**config.mk**
```make
export PLATFORM = sky130hd
export DESIGN_NAME = systolic_output_collector_flat
export DESIGN_NICKNAME = d
export VERILOG_FILES = /design/src/rtl/systolic_output_collector_pkg.sv /design/src/rtl/systolic_output_collector_if.sv /design/src/rtl/systolic_output_collector_row_fifo.sv /design/src/rtl/systolic_output_collector.sv /design/src/flat_wrapper.sv
export SDC_FILE = /design/constraint.sdc
export NUM_CORES = 1
export LEC_CHECK = 0
export ABC_AREA = 1
export CORE_ASPECT_RATIO = 0.8
export CORE_MARGIN = 10
export CORE_UTILIZATION = 30
export DETAILED_ROUTE_END_ITERATION = 12
export PLACE_DENSITY = 0.46
export SYNTH_ARGS = -nofsm -noshare
export SYNTH_HDL_FRONTEND = slang
export SYNTH_SLANG_ARGS = --single-unit
```
**constraint.sdc**
```tcl
create_clock -name clk_i -period 6.5 [get_ports clk_i]
set_input_delay 0.65 -clock clk_i [delete_from_list [all_inputs] [get_ports clk_i]]
set_output_delay 0.65 -clock clk_i [all_outputs]
set_load 0.01 [all_outputs]
```
**src/rtl/systolic_output_collector_pkg.sv**
```systemverilog
// Shared types and helpers for the systolic output collector.
//   row_t         one de-skewed result row at default geometry, col c in element [c]
//   coll_state_e  collector FSM encoding (IDLE / COLLECT / DRAIN)
//   fifo_cnt_w    occupancy counter width for a row FIFO of a given depth
package systolic_output_collector_pkg;

  localparam int P_WIDTH      = 8;
  localparam int P_COLS       = 4;
  localparam int P_ROWS       = 4;
  localparam int P_FIFO_DEPTH = 4;

  typedef logic signed [P_COLS-1:0][P_WIDTH-1:0] row_t;

  typedef enum logic [1:0] {
    IDLE    = 2'd0,
    COLLECT = 2'd1,
    DRAIN   = 2'd2
  } coll_state_e;

  // Needs to hold the value DEPTH itself, hence one bit more than the pointer.
  function automatic int fifo_cnt_w(input int depth);
    return $clog2(depth) + 1;
  endfunction

endpackage

```
**src/rtl/systolic_output_collector_if.sv**
```systemverilog
// Data-path bundle between the array, the collector and the downstream consumer.
//   south      skewed column data from the array, col c at [c*WIDTH +: WIDTH]
//   col_valid  per-column sample valid, skewed like south
//   row        de-skewed row at the FIFO head, same packing as south
//   row_valid  row holds a valid row
//   row_ready  downstream can take the row
//   row_last   row is the final row of its tile
// Handshake: a row transfers on every rising clk edge where row_valid && row_ready.
// While row_valid is high and row_ready is low, row and row_last hold stable.
// row_valid never waits on row_ready.
interface systolic_output_collector_if #(
  parameter int WIDTH = 8,
  parameter int COLS  = 4
);
  logic [COLS*WIDTH-1:0] south;
  logic [COLS-1:0]       col_valid;
  logic [COLS*WIDTH-1:0] row;
  logic                  row_valid;
  logic                  row_ready;
  logic                  row_last;

  // Collector side: consumes the array stream, sources the row stream.
  modport master (
    input  south, col_valid, row_ready,
    output row, row_valid, row_last
  );

  // Environment side: drives the array stream, consumes rows.
  modport slave (
    output south, col_valid, row_ready,
    input  row, row_valid, row_last
  );
endinterface

```
**src/rtl/systolic_output_collector_row_fifo.sv**
```systemverilog
// Synchronous row FIFO for the collector.
//   clk_i, rst_i   clock, asynchronous active-high reset
//   clear_i        synchronous flush, wins over push/pop
//   push_i/data_i  write request and entry ({last tag, row})
//   pop_i          read request; ignored when empty
//   data_o         head entry, zero when empty
//   full_o/empty_o occupancy flags
//   count_o        number of stored entries
// A push while full is accepted only when a pop happens on the same edge.
module systolic_output_collector_row_fifo
  import systolic_output_collector_pkg::*;
#(
  parameter int DW    = 33,
  parameter int DEPTH = 4
) (
  input  logic                          clk_i,
  input  logic                          rst_i,
  input  logic                          clear_i,
  input  logic                          push_i,
  input  logic [DW-1:0]                 data_i,
  input  logic                          pop_i,
  output logic [DW-1:0]                 data_o,
  output logic                          full_o,
  output logic                          empty_o,
  output logic [fifo_cnt_w(DEPTH)-1:0]  count_o
);

  localparam int AW = $clog2(DEPTH);
  localparam int CW = fifo_cnt_w(DEPTH);

  logic [DW-1:0] mem [DEPTH];
  logic [AW-1:0] wr_ptr;
  logic [AW-1:0] rd_ptr;
  logic [CW-1:0] cnt;
  logic          do_push;
  logic          do_pop;

  assign empty_o = (cnt == '0);
  assign full_o  = (cnt == CW'(DEPTH));
  assign do_pop  = pop_i && !empty_o;
  assign do_push = push_i && (!full_o || do_pop);
  assign count_o = cnt;

  // DEPTH is a power of two, so pointers wrap naturally.
  always_ff @(posedge clk_i or posedge rst_i) begin
    if (rst_i) begin
      wr_ptr <= '0;
      rd_ptr <= '0;
      cnt    <= '0;
    end else if (clear_i) begin
      wr_ptr <= '0;
      rd_ptr <= '0;
      cnt    <= '0;
    end else begin
      if (do_push) wr_ptr <= wr_ptr + 1'b1;
      if (do_pop)  rd_ptr <= rd_ptr + 1'b1;
      case ({do_push, do_pop})
        2'b10:   cnt <= cnt + 1'b1;
        2'b01:   cnt <= cnt - 1'b1;
        default: cnt <= cnt;
      endcase
    end
  end

  // Storage needs no reset; occupancy alone decides what is visible.
  always_ff @(posedge clk_i) begin
    if (do_push && !clear_i) mem[wr_ptr] <= data_i;
  end

  assign data_o = empty_o ? '0 : mem[rd_ptr];

endmodule

```
**src/rtl/systolic_output_collector.sv**
```systemverilog
// De-skews the bottom-row result streams of the systolic array, assembles one
// row per cycle, buffers rows and presents them on a valid/ready stream.
//   clk_i        clock, rising edge
//   rst_i        asynchronous active-high reset
//   clear_i      synchronous flush of FIFO, counters, flags, deskew; state -> IDLE
//   bus          array stream in, row stream out (see the interface)
//   tile_done_o  one-cycle pulse the cycle after the last row of a tile is popped
//   overflow_o   sticky: an aligned row was dropped because the FIFO was full
//   skew_err_o   sticky: aligned column valids disagreed
//   state_o      current FSM state (coll_state_e encoding)
//   fill_o       current FIFO occupancy
module systolic_output_collector
  import systolic_output_collector_pkg::*;
#(
  parameter int WIDTH      = P_WIDTH,
  parameter int COLS       = P_COLS,
  parameter int ROWS       = P_ROWS,
  parameter int FIFO_DEPTH = P_FIFO_DEPTH
) (
  input  logic                               clk_i,
  input  logic                               rst_i,
  input  logic                               clear_i,
  systolic_output_collector_if.master        bus,
  output logic                               tile_done_o,
  output logic                               overflow_o,
  output logic                               skew_err_o,
  output logic [1:0]                         state_o,
  output logic [fifo_cnt_w(FIFO_DEPTH)-1:0]  fill_o
);

  localparam logic [1:0] ST_IDLE    = IDLE;
  localparam logic [1:0] ST_COLLECT = COLLECT;
  localparam logic [1:0] ST_DRAIN   = DRAIN;
  localparam int         RW         = COLS * WIDTH;
  localparam int         RCW        = $clog2(ROWS + 1);

  // ---------------- deskew ----------------
  // Column c is sampled c cycles after column 0, so it is delayed by
  // COLS-1-c registers; all columns of one row then line up together.
  logic [WIDTH-1:0] al_data [COLS];
  logic [COLS-1:0]  al_vld;
  logic [RW-1:0]    al_row;

  for (genvar c = 0; c < COLS; c++) begin : g_col
    localparam int D = COLS - 1 - c;
    if (D == 0) begin : g_direct
      assign al_data[c] = bus.south[c*WIDTH +: WIDTH];
      assign al_vld[c]  = bus.col_valid[c];
    end else begin : g_delay
      logic [WIDTH-1:0] dq [D];
      logic [D-1:0]     vq;
      always_ff @(posedge clk_i or posedge rst_i) begin
        if (rst_i) begin
          vq <= '0;
          for (int i = 0; i < D; i++) dq[i] <= '0;
        end else if (clear_i) begin
          vq <= '0;
          for (int i = 0; i < D; i++) dq[i] <= '0;
        end else begin
          dq[0] <= bus.south[c*WIDTH +: WIDTH];
          vq[0] <= bus.col_valid[c];
          for (int i = 1; i < D; i++) begin
            dq[i] <= dq[i-1];
            vq[i] <= vq[i-1];
          end
        end
      end
      assign al_data[c] = dq[D-1];
      assign al_vld[c]  = vq[D-1];
    end
  end

  always_comb begin
    al_row = '0;
    for (int c = 0; c < COLS; c++) al_row[c*WIDTH +: WIDTH] = al_data[c];
  end

  logic row_ok;
  logic row_bad;
  assign row_ok  = &al_vld;
  assign row_bad = (|al_vld) && !row_ok;

  // ---------------- row FIFO ----------------
  logic [RCW-1:0] row_cnt;
  logic [1:0]     state;
  logic           last_tag;
  logic           fifo_full;
  logic           fifo_empty;
  logic [RW:0]    head;
  logic           pop;

  assign last_tag = (row_cnt == RCW'(ROWS - 1));
  assign pop      = !fifo_empty && bus.row_ready;

  systolic_output_collector_row_fifo #(
    .DW    (RW + 1),
    .DEPTH (FIFO_DEPTH)
  ) u_row_fifo (
    .clk_i   (clk_i),
    .rst_i   (rst_i),
    .clear_i (clear_i),
    .push_i  (row_ok),
    .data_i  ({last_tag, al_row}),
    .pop_i   (bus.row_ready),
    .data_o  (head),
    .full_o  (fifo_full),
    .empty_o (fifo_empty),
    .count_o (fill_o)
  );

  assign bus.row       = head[RW-1:0];
  assign bus.row_last  = head[RW];
  assign bus.row_valid = !fifo_empty;

  // ---------------- tile tracking ----------------
  // Dropped rows still advance row_cnt so tile boundaries stay aligned with
  // the array's output even after an overflow.
  always_ff @(posedge clk_i or posedge rst_i) begin
    if (rst_i) begin
      state       <= ST_IDLE;
      row_cnt     <= '0;
      tile_done_o <= 1'b0;
      overflow_o  <= 1'b0;
      skew_err_o  <= 1'b0;
    end else if (clear_i) begin
      state       <= ST_IDLE;
      row_cnt     <= '0;
      tile_done_o <= 1'b0;
      overflow_o  <= 1'b0;
      skew_err_o  <= 1'b0;
    end else begin
      tile_done_o <= pop && bus.row_last;
      if (row_ok && fifo_full && !pop) overflow_o <= 1'b1;
      if (row_bad) skew_err_o <= 1'b1;
      if (row_ok) row_cnt <= last_tag ? '0 : row_cnt + 1'b1;
      case (state)
        ST_IDLE:    if (row_ok) state <= last_tag ? ST_DRAIN : ST_COLLECT;
        ST_COLLECT: if (row_ok && last_tag) state <= ST_DRAIN;
        ST_DRAIN:   if (pop && bus.row_last) state <= ST_IDLE;
        default:    state <= ST_IDLE;
      endcase
    end
  end

  assign state_o = state;

endmodule

```
**src/flat_wrapper.sv**
```systemverilog
// flat-port wrapper written by rule: the top's interface ports become plain ports
module systolic_output_collector_flat import systolic_output_collector_pkg::*;
#(
  parameter int WIDTH      = P_WIDTH,
  parameter int COLS       = P_COLS,
  parameter int ROWS       = P_ROWS,
  parameter int FIFO_DEPTH = P_FIFO_DEPTH
)
  (clk_i, rst_i, clear_i, tile_done_o, overflow_o, skew_err_o, state_o, fill_o, bus_south, bus_col_valid, bus_row_ready, bus_row, bus_row_valid, bus_row_last);
  systolic_output_collector_if #(.WIDTH(WIDTH), .COLS(COLS)) bus_i ();
  input  logic clk_i;
  input  logic rst_i;
  input  logic clear_i;
  output logic tile_done_o;
  output logic overflow_o;
  output logic skew_err_o;
  output logic [1:0] state_o;
  output logic [fifo_cnt_w(FIFO_DEPTH)-1:0] fill_o;
  input wire logic [$bits(bus_i.south)-1:0] bus_south;
  input wire logic [$bits(bus_i.col_valid)-1:0] bus_col_valid;
  input wire logic [$bits(bus_i.row_ready)-1:0] bus_row_ready;
  output wire logic [$bits(bus_i.row)-1:0] bus_row;
  output wire logic [$bits(bus_i.row_valid)-1:0] bus_row_valid;
  output wire logic [$bits(bus_i.row_last)-1:0] bus_row_last;
  assign bus_i.south = bus_south;
  assign bus_i.col_valid = bus_col_valid;
  assign bus_i.row_ready = bus_row_ready;
  assign bus_row = bus_i.row;
  assign bus_row_valid = bus_i.row_valid;
  assign bus_row_last = bus_i.row_last;
  systolic_output_collector #(.WIDTH(WIDTH), .COLS(COLS), .ROWS(ROWS), .FIFO_DEPTH(FIFO_DEPTH)) u_core (.clk_i(clk_i), .rst_i(rst_i), .clear_i(clear_i), .bus(bus_i), .tile_done_o(tile_done_o), .overflow_o(overflow_o), .skew_err_o(skew_err_o), .state_o(state_o), .fill_o(fill_o));
endmodule
```
# Word-level counts from Yosys, hierarchy flattened
# Memories as Yosys holds them, arrays and structs flattened.
# Cells that the tools add are included.
# op_classes
add_sub_neg	5
eq_ne	9
mux	29
reduce_logical	25
# op_table
op	n
$mux W33	1
$mux W24	1
$mux W2	10
$mux W16	1
$mux W3	5
$reduce_bool A2 Y1	5
$ne A3 B2 Y1 const B	3
$logic_and A1 B1 Y1	8
$mux W1	8
$mux W8	1
$add A3 B1 Y3 const B	2
$pmux W2 S3	1
$pmux W3 S2	1
$logic_not A1 Y1	5
$add A2 B1 Y2 const B	2
$eq A2 B1 Y1 const B	2
$eq A2 B2 Y1 const B	2
$reduce_and A4 Y1	1
$reduce_or A4 Y1	1
$eq A3 B2 Y1 const B	1
$eq A3 B3 Y1 const B	1
$logic_not A3 Y1	1
$reduce_and A3 Y1	1
$reduce_bool A3 Y1	1
3 further kinds	3
# totals
ff_bits	69
ram_bits	132
in_bits	40
out_inout_bits	42
memories	1
# memory_table
name	words	width	rd	rd_clocked_by_memory_dff	wr	line	rtl
u_core.u_row_fifo.mem	4	33	1	0	1	systolic_output_collector_row_fifo.sv:31	logic [DW-1:0] mem [DEPTH];

# Logic depth before layout (Yosys ltp)
# depth
depth_word	8
mapped_depth	12
ltp_nobuf	12

# By module
# A second synthesis with hierarchy kept.
# hier_totals
hier_cells	683
hier_area_um2	7863.8
# modules_own_cells
mod	n_inst	cells_per_inst	area_each_um2
systolic_output_collector_row_fifo	1	456	5610.4
systolic_output_collector	1	227	2253.4

# Least setup slack after synthesis
# Ideal clock, no wire load.
# synth_path
path_type	input to register
startpoint	input bus_col_valid[3]
endpoint	memory u_core.u_row_fifo.mem[0][0] (enable)
setup_ns	0.423
arrival_time_ns	2.567
t_required_ns	6.077
slack_ns	3.510
cell_stages	6
cell_sequence	nand2_2 -> nor2_4 -> nand2_1 -> nor2_1 -> inv_2 -> nor2_1
# synth_between
elab_chain_len	5
# synth_rtl
element	line	rtl
start: declaration	flat_wrapper.sv:20	input wire logic [$bits(bus_i.col_valid)-1:0] bus_col_valid;
$reduce_and A4 Y1	systolic_output_collector.sv:80	assign row_ok = &al_vld;
$logic_and A1 B1 Y1	systolic_output_collector_row_fifo.sv:41	assign do_push = push_i && (!full_o || do_pop);
$logic_and A1 B1 Y1	systolic_output_collector_row_fifo.sv:67	if (do_push && !clear_i) mem[wr_ptr] <= data_i;
$mux W1	systolic_output_collector_row_fifo.sv:67	
$mux W1 (not written as such)	systolic_output_collector_row_fifo.sv:67	
end: declaration	systolic_output_collector_row_fifo.sv:31	
# No other way between the ends.

# Worst setup path in the final report
# layout_path
startpoint	register u_core.u_row_fifo.rd_ptr[1]
endpoint	output bus_row[2]
# layout_between
elab_chain_len	2
# layout_rtl
element	line	rtl
start: declaration	systolic_output_collector_row_fifo.sv:33	logic [AW-1:0] rd_ptr;
start signal: assignment	systolic_output_collector_row_fifo.sv:56	if (do_pop) rd_ptr <= rd_ptr + 1'b1;
$mem_v2 Z4 W33	--	
$mux W33	systolic_output_collector_row_fifo.sv:70	assign data_o = empty_o ? '0 : mem[rd_ptr];
end: declaration	flat_wrapper.sv:22	output wire logic [$bits(bus_i.row)-1:0] bus_row;
# No other way between the ends.

==> results by group <==
Clocking
  • Clock transition at the registers of the reported paths: 60 ps
  • Post-CTS Hold Buffers: 0
  • Clk sinks: 201
  • CTS tree: built
  • Max clock buf depth: 3
  • Setup repair bufs after CTS: 0
  • H-Tree Depth: 1
  • Worst skew pair latency: 500 ps
  • CTS Root Cell: clkbuf_16
  • Total CTS buffers: 21
  • Post_cts resized: 0

Global routing
  • Remaining Overflow, GRT: 0
  • Initial antenna violation count: 0
  • Met2 Track Usage GR: 0.172
  • GRT Total Usage: 0.107
  • Largest net degree at the start of global routing: 70
  • Number of global-route vias before repair: 4,988
  • Grt met1 use: 0.144
  • GRT Max-Usage Layer: met2
  • Met3 Use GR: 0.0251
  • Global-route wire length before repair: 28,300 µm

Status
  • Status: finished clean

Floorplanning
  • # rows: 52
  • I/O pin cnt: 82
  • Placeable Area: 0.0255 mm²
  • Die H: 164 µm
  • Die ar.: 0.0330 mm²
  • X dimension of the die: 201 µm
  • Initial core utilization: 0.307

Layout
  • Area growth syn-to-layout: 23.1%
  • Commonest non-fill, non-tap cell in the layout: nor2_1
  • Most frequent cells in the layout: nor2_1, edfxtp_1, clkdlybuf4s50_1
  • Nets: 797
  • Post-Layout Cell Count: 1,117
  • Layout cells sized above 1: 0.0770
  • ANT cells: 0

Critical path
  • CP Capture Type: output port
  • WS Path Type: flop to output port
  • Startpoint Class: flop
  • Arr. time, crit path: 3190 ps
  • Critical Path RT: 5850 ps
  • CP Max Fanout: 35

STA
  • Final number of setup-violating endpoints: 0
  • Clock skew: 12.9 ps
  • Slew Limit Fails: 0
  • Achievable Freq: 0.261 GHz
  • Crit path time final: 3840 ps
  • Final Hold Fails: 0
  • Unrepaired setup endpoints after global routing: no
  • Crit share post-route: 0.590
  • Fin Setup TNS: 0 ps
  • Max transition margin: 0.227
  • Worst-Margin Slew: 1160 ps

Route
  • Routed WL: 17,800 µm
  • # DRC: 0
  • Drt initial violations: 238
  • Post-DRT Antenna Nets: 0
  • Via count: 4,806
  • Vias per cell: 4.30
  • First drt pass iteration count: 4
  • Routed length per instance: 15.9 µm

Yosys
  • Syn Inst Count: 675
  • Library cells used by synthesis: 27
  • Seq/Total Area, Yosys: 0.727
  • Synth warnings: 0
  • Top-area cell type share of the netlist area: 0.507
  • Most area-hungry cell type in the Yosys netlist: edfxtp_1
  • Synthesized flop and latch total: 201
  • Mapped Area: 0.00783 mm²
  • Mapped Nets: 721
  • Largest cells by area after synthesis: edfxtp_1, dfrtp_1, nor2_1, inv_1, o21ai_0
  • Avg Inst Size Synth: 11.6 µm²

Power and ir drop
  • Leakage power: 3.77 nW
  • Max VDD drop: 0.000168 V
  • Pwr dens: 354 mW/mm²

Placement
  • Placed cells: 1,079
  • Post-DP HPWL: 9970 µm
  • PortBufs: 81
  • Gpl congestion: 0.703

Min path
  • Hold Path Class: flop to flop

Flow run
  • Max Cap Viol: 0
-- area by class of cell --
cell class	count	area [µm²]
fillers	2532	15900
flip-flops and latches	201	5690
multi-input cells	364	1680
repair buffers	86	843
clock buffers	29	587
well taps	351	439
inverters	77	293
clock inverters	9	103
-- cell families (layout without fill, tap and decap cells) --
| group | Yosys count | in the layout | synth area share |
|---|---|---|---|
| simple gates | 246 | 246 | 0.126 |
| buf+inv | 110 | 201 | 0.0624 |
| xor+xnor | 1 | 1 | 0.00112 |
| mux | 1 | 1 | 0.00144 |
| compound gates | 110 | 110 | 0.0708 |
| flops | 201 | 201 | 0.727 |
| fa+ha+maj | 6 | 6 | 0.0106 |
-- cells in the mapped netlist, drive strengths merged --
library cell  count
xnor2             1
edfxtp          132
buf              26
o21ai            73
nor2            199
a21oi            37
nand4             2
nand2            29
clkbuf            7
fa                1
inv              77
ha                5
mux2              1
nand3            12
nor4              1
nor3              3
dfrtp            69
-- where the power goes --
part	switching, mW	internal [mW]	total [mW]
combinational	0.449	0.336	0.785
sequential	0.0418	1.39	1.44
clock	0.478	0.714	1.19
-- layer usage --
metal  wire length, µm  vias to the layer above
li1                  -                     2371
met1              8540                     2300
met2              7940                      109
met3               944                       26
met4               336                        0
met5                 0                        -
-- per-stage QoR --
stage	worst slack (ps)	utilization	cell area [µm²]	hold WS (ps)	total power, mW
global placement	3150	0.351	8940	439	2.26
finish	2660	0.378	9630	452	3.41
floorplan	3510	-	7830	434	1.88
global route	2430	0.378	9630	470	3.60
CTS	2600	0.378	9630	460	3.47
detailed placement	3120	0.351	8940	445	2.27
-- path summary, 6_finish.rpt --
check / start / endpoint / slack [ps] / cells past startpoint
worst min register to register: u_core.g_col[0].g_delay.dq[9] / u_core.al_data[25] / 450 / 2
worst max register to register: u_core.u_row_fifo.count_o[0] / u_core.u_row_fifo.mem[2][20] / 4050 / 6
min in group asynchronous: rst_i / u_core.u_row_fifo.count_o[1] / 760 / 3
worst max-delay path: u_core.u_row_fifo.rd_ptr[1] / bus_row[2] / 2660 / 5
worst min-delay path: u_core.g_col[0].g_delay.dq[9] / u_core.al_data[25] / 450 / 2
max in group asynchronous: rst_i / u_core.u_row_fifo.rd_ptr[1] / 5070 / 3
-- registers in the layout (all words and copies together), names as in the netlist --
name,flops
u_core.u_row_fifo.count_o,3
u_core.skew_err_o,1
u_core.al_data,16
u_core.overflow_o,1
u_core.u_row_fifo.rd_ptr,2
u_core.g_col.g_delay.dq,32
u_core.state_o,2
u_core.u_row_fifo.wr_ptr,2
u_core.tile_done_o,1
u_core.g_col.g_delay.vq,6
u_core.row_cnt,3
u_core.u_row_fifo.mem,132
-- critical path, cell delays in order (launching register included) --
cell,delay (ps)
dfrtp_2,920
inv_2,580
nor2_1,210
o21ai_0,100
a21oi_1,270
clkdlybuf4s50_1,600
No activity file was read; power rests on OpenSTA's default activity.
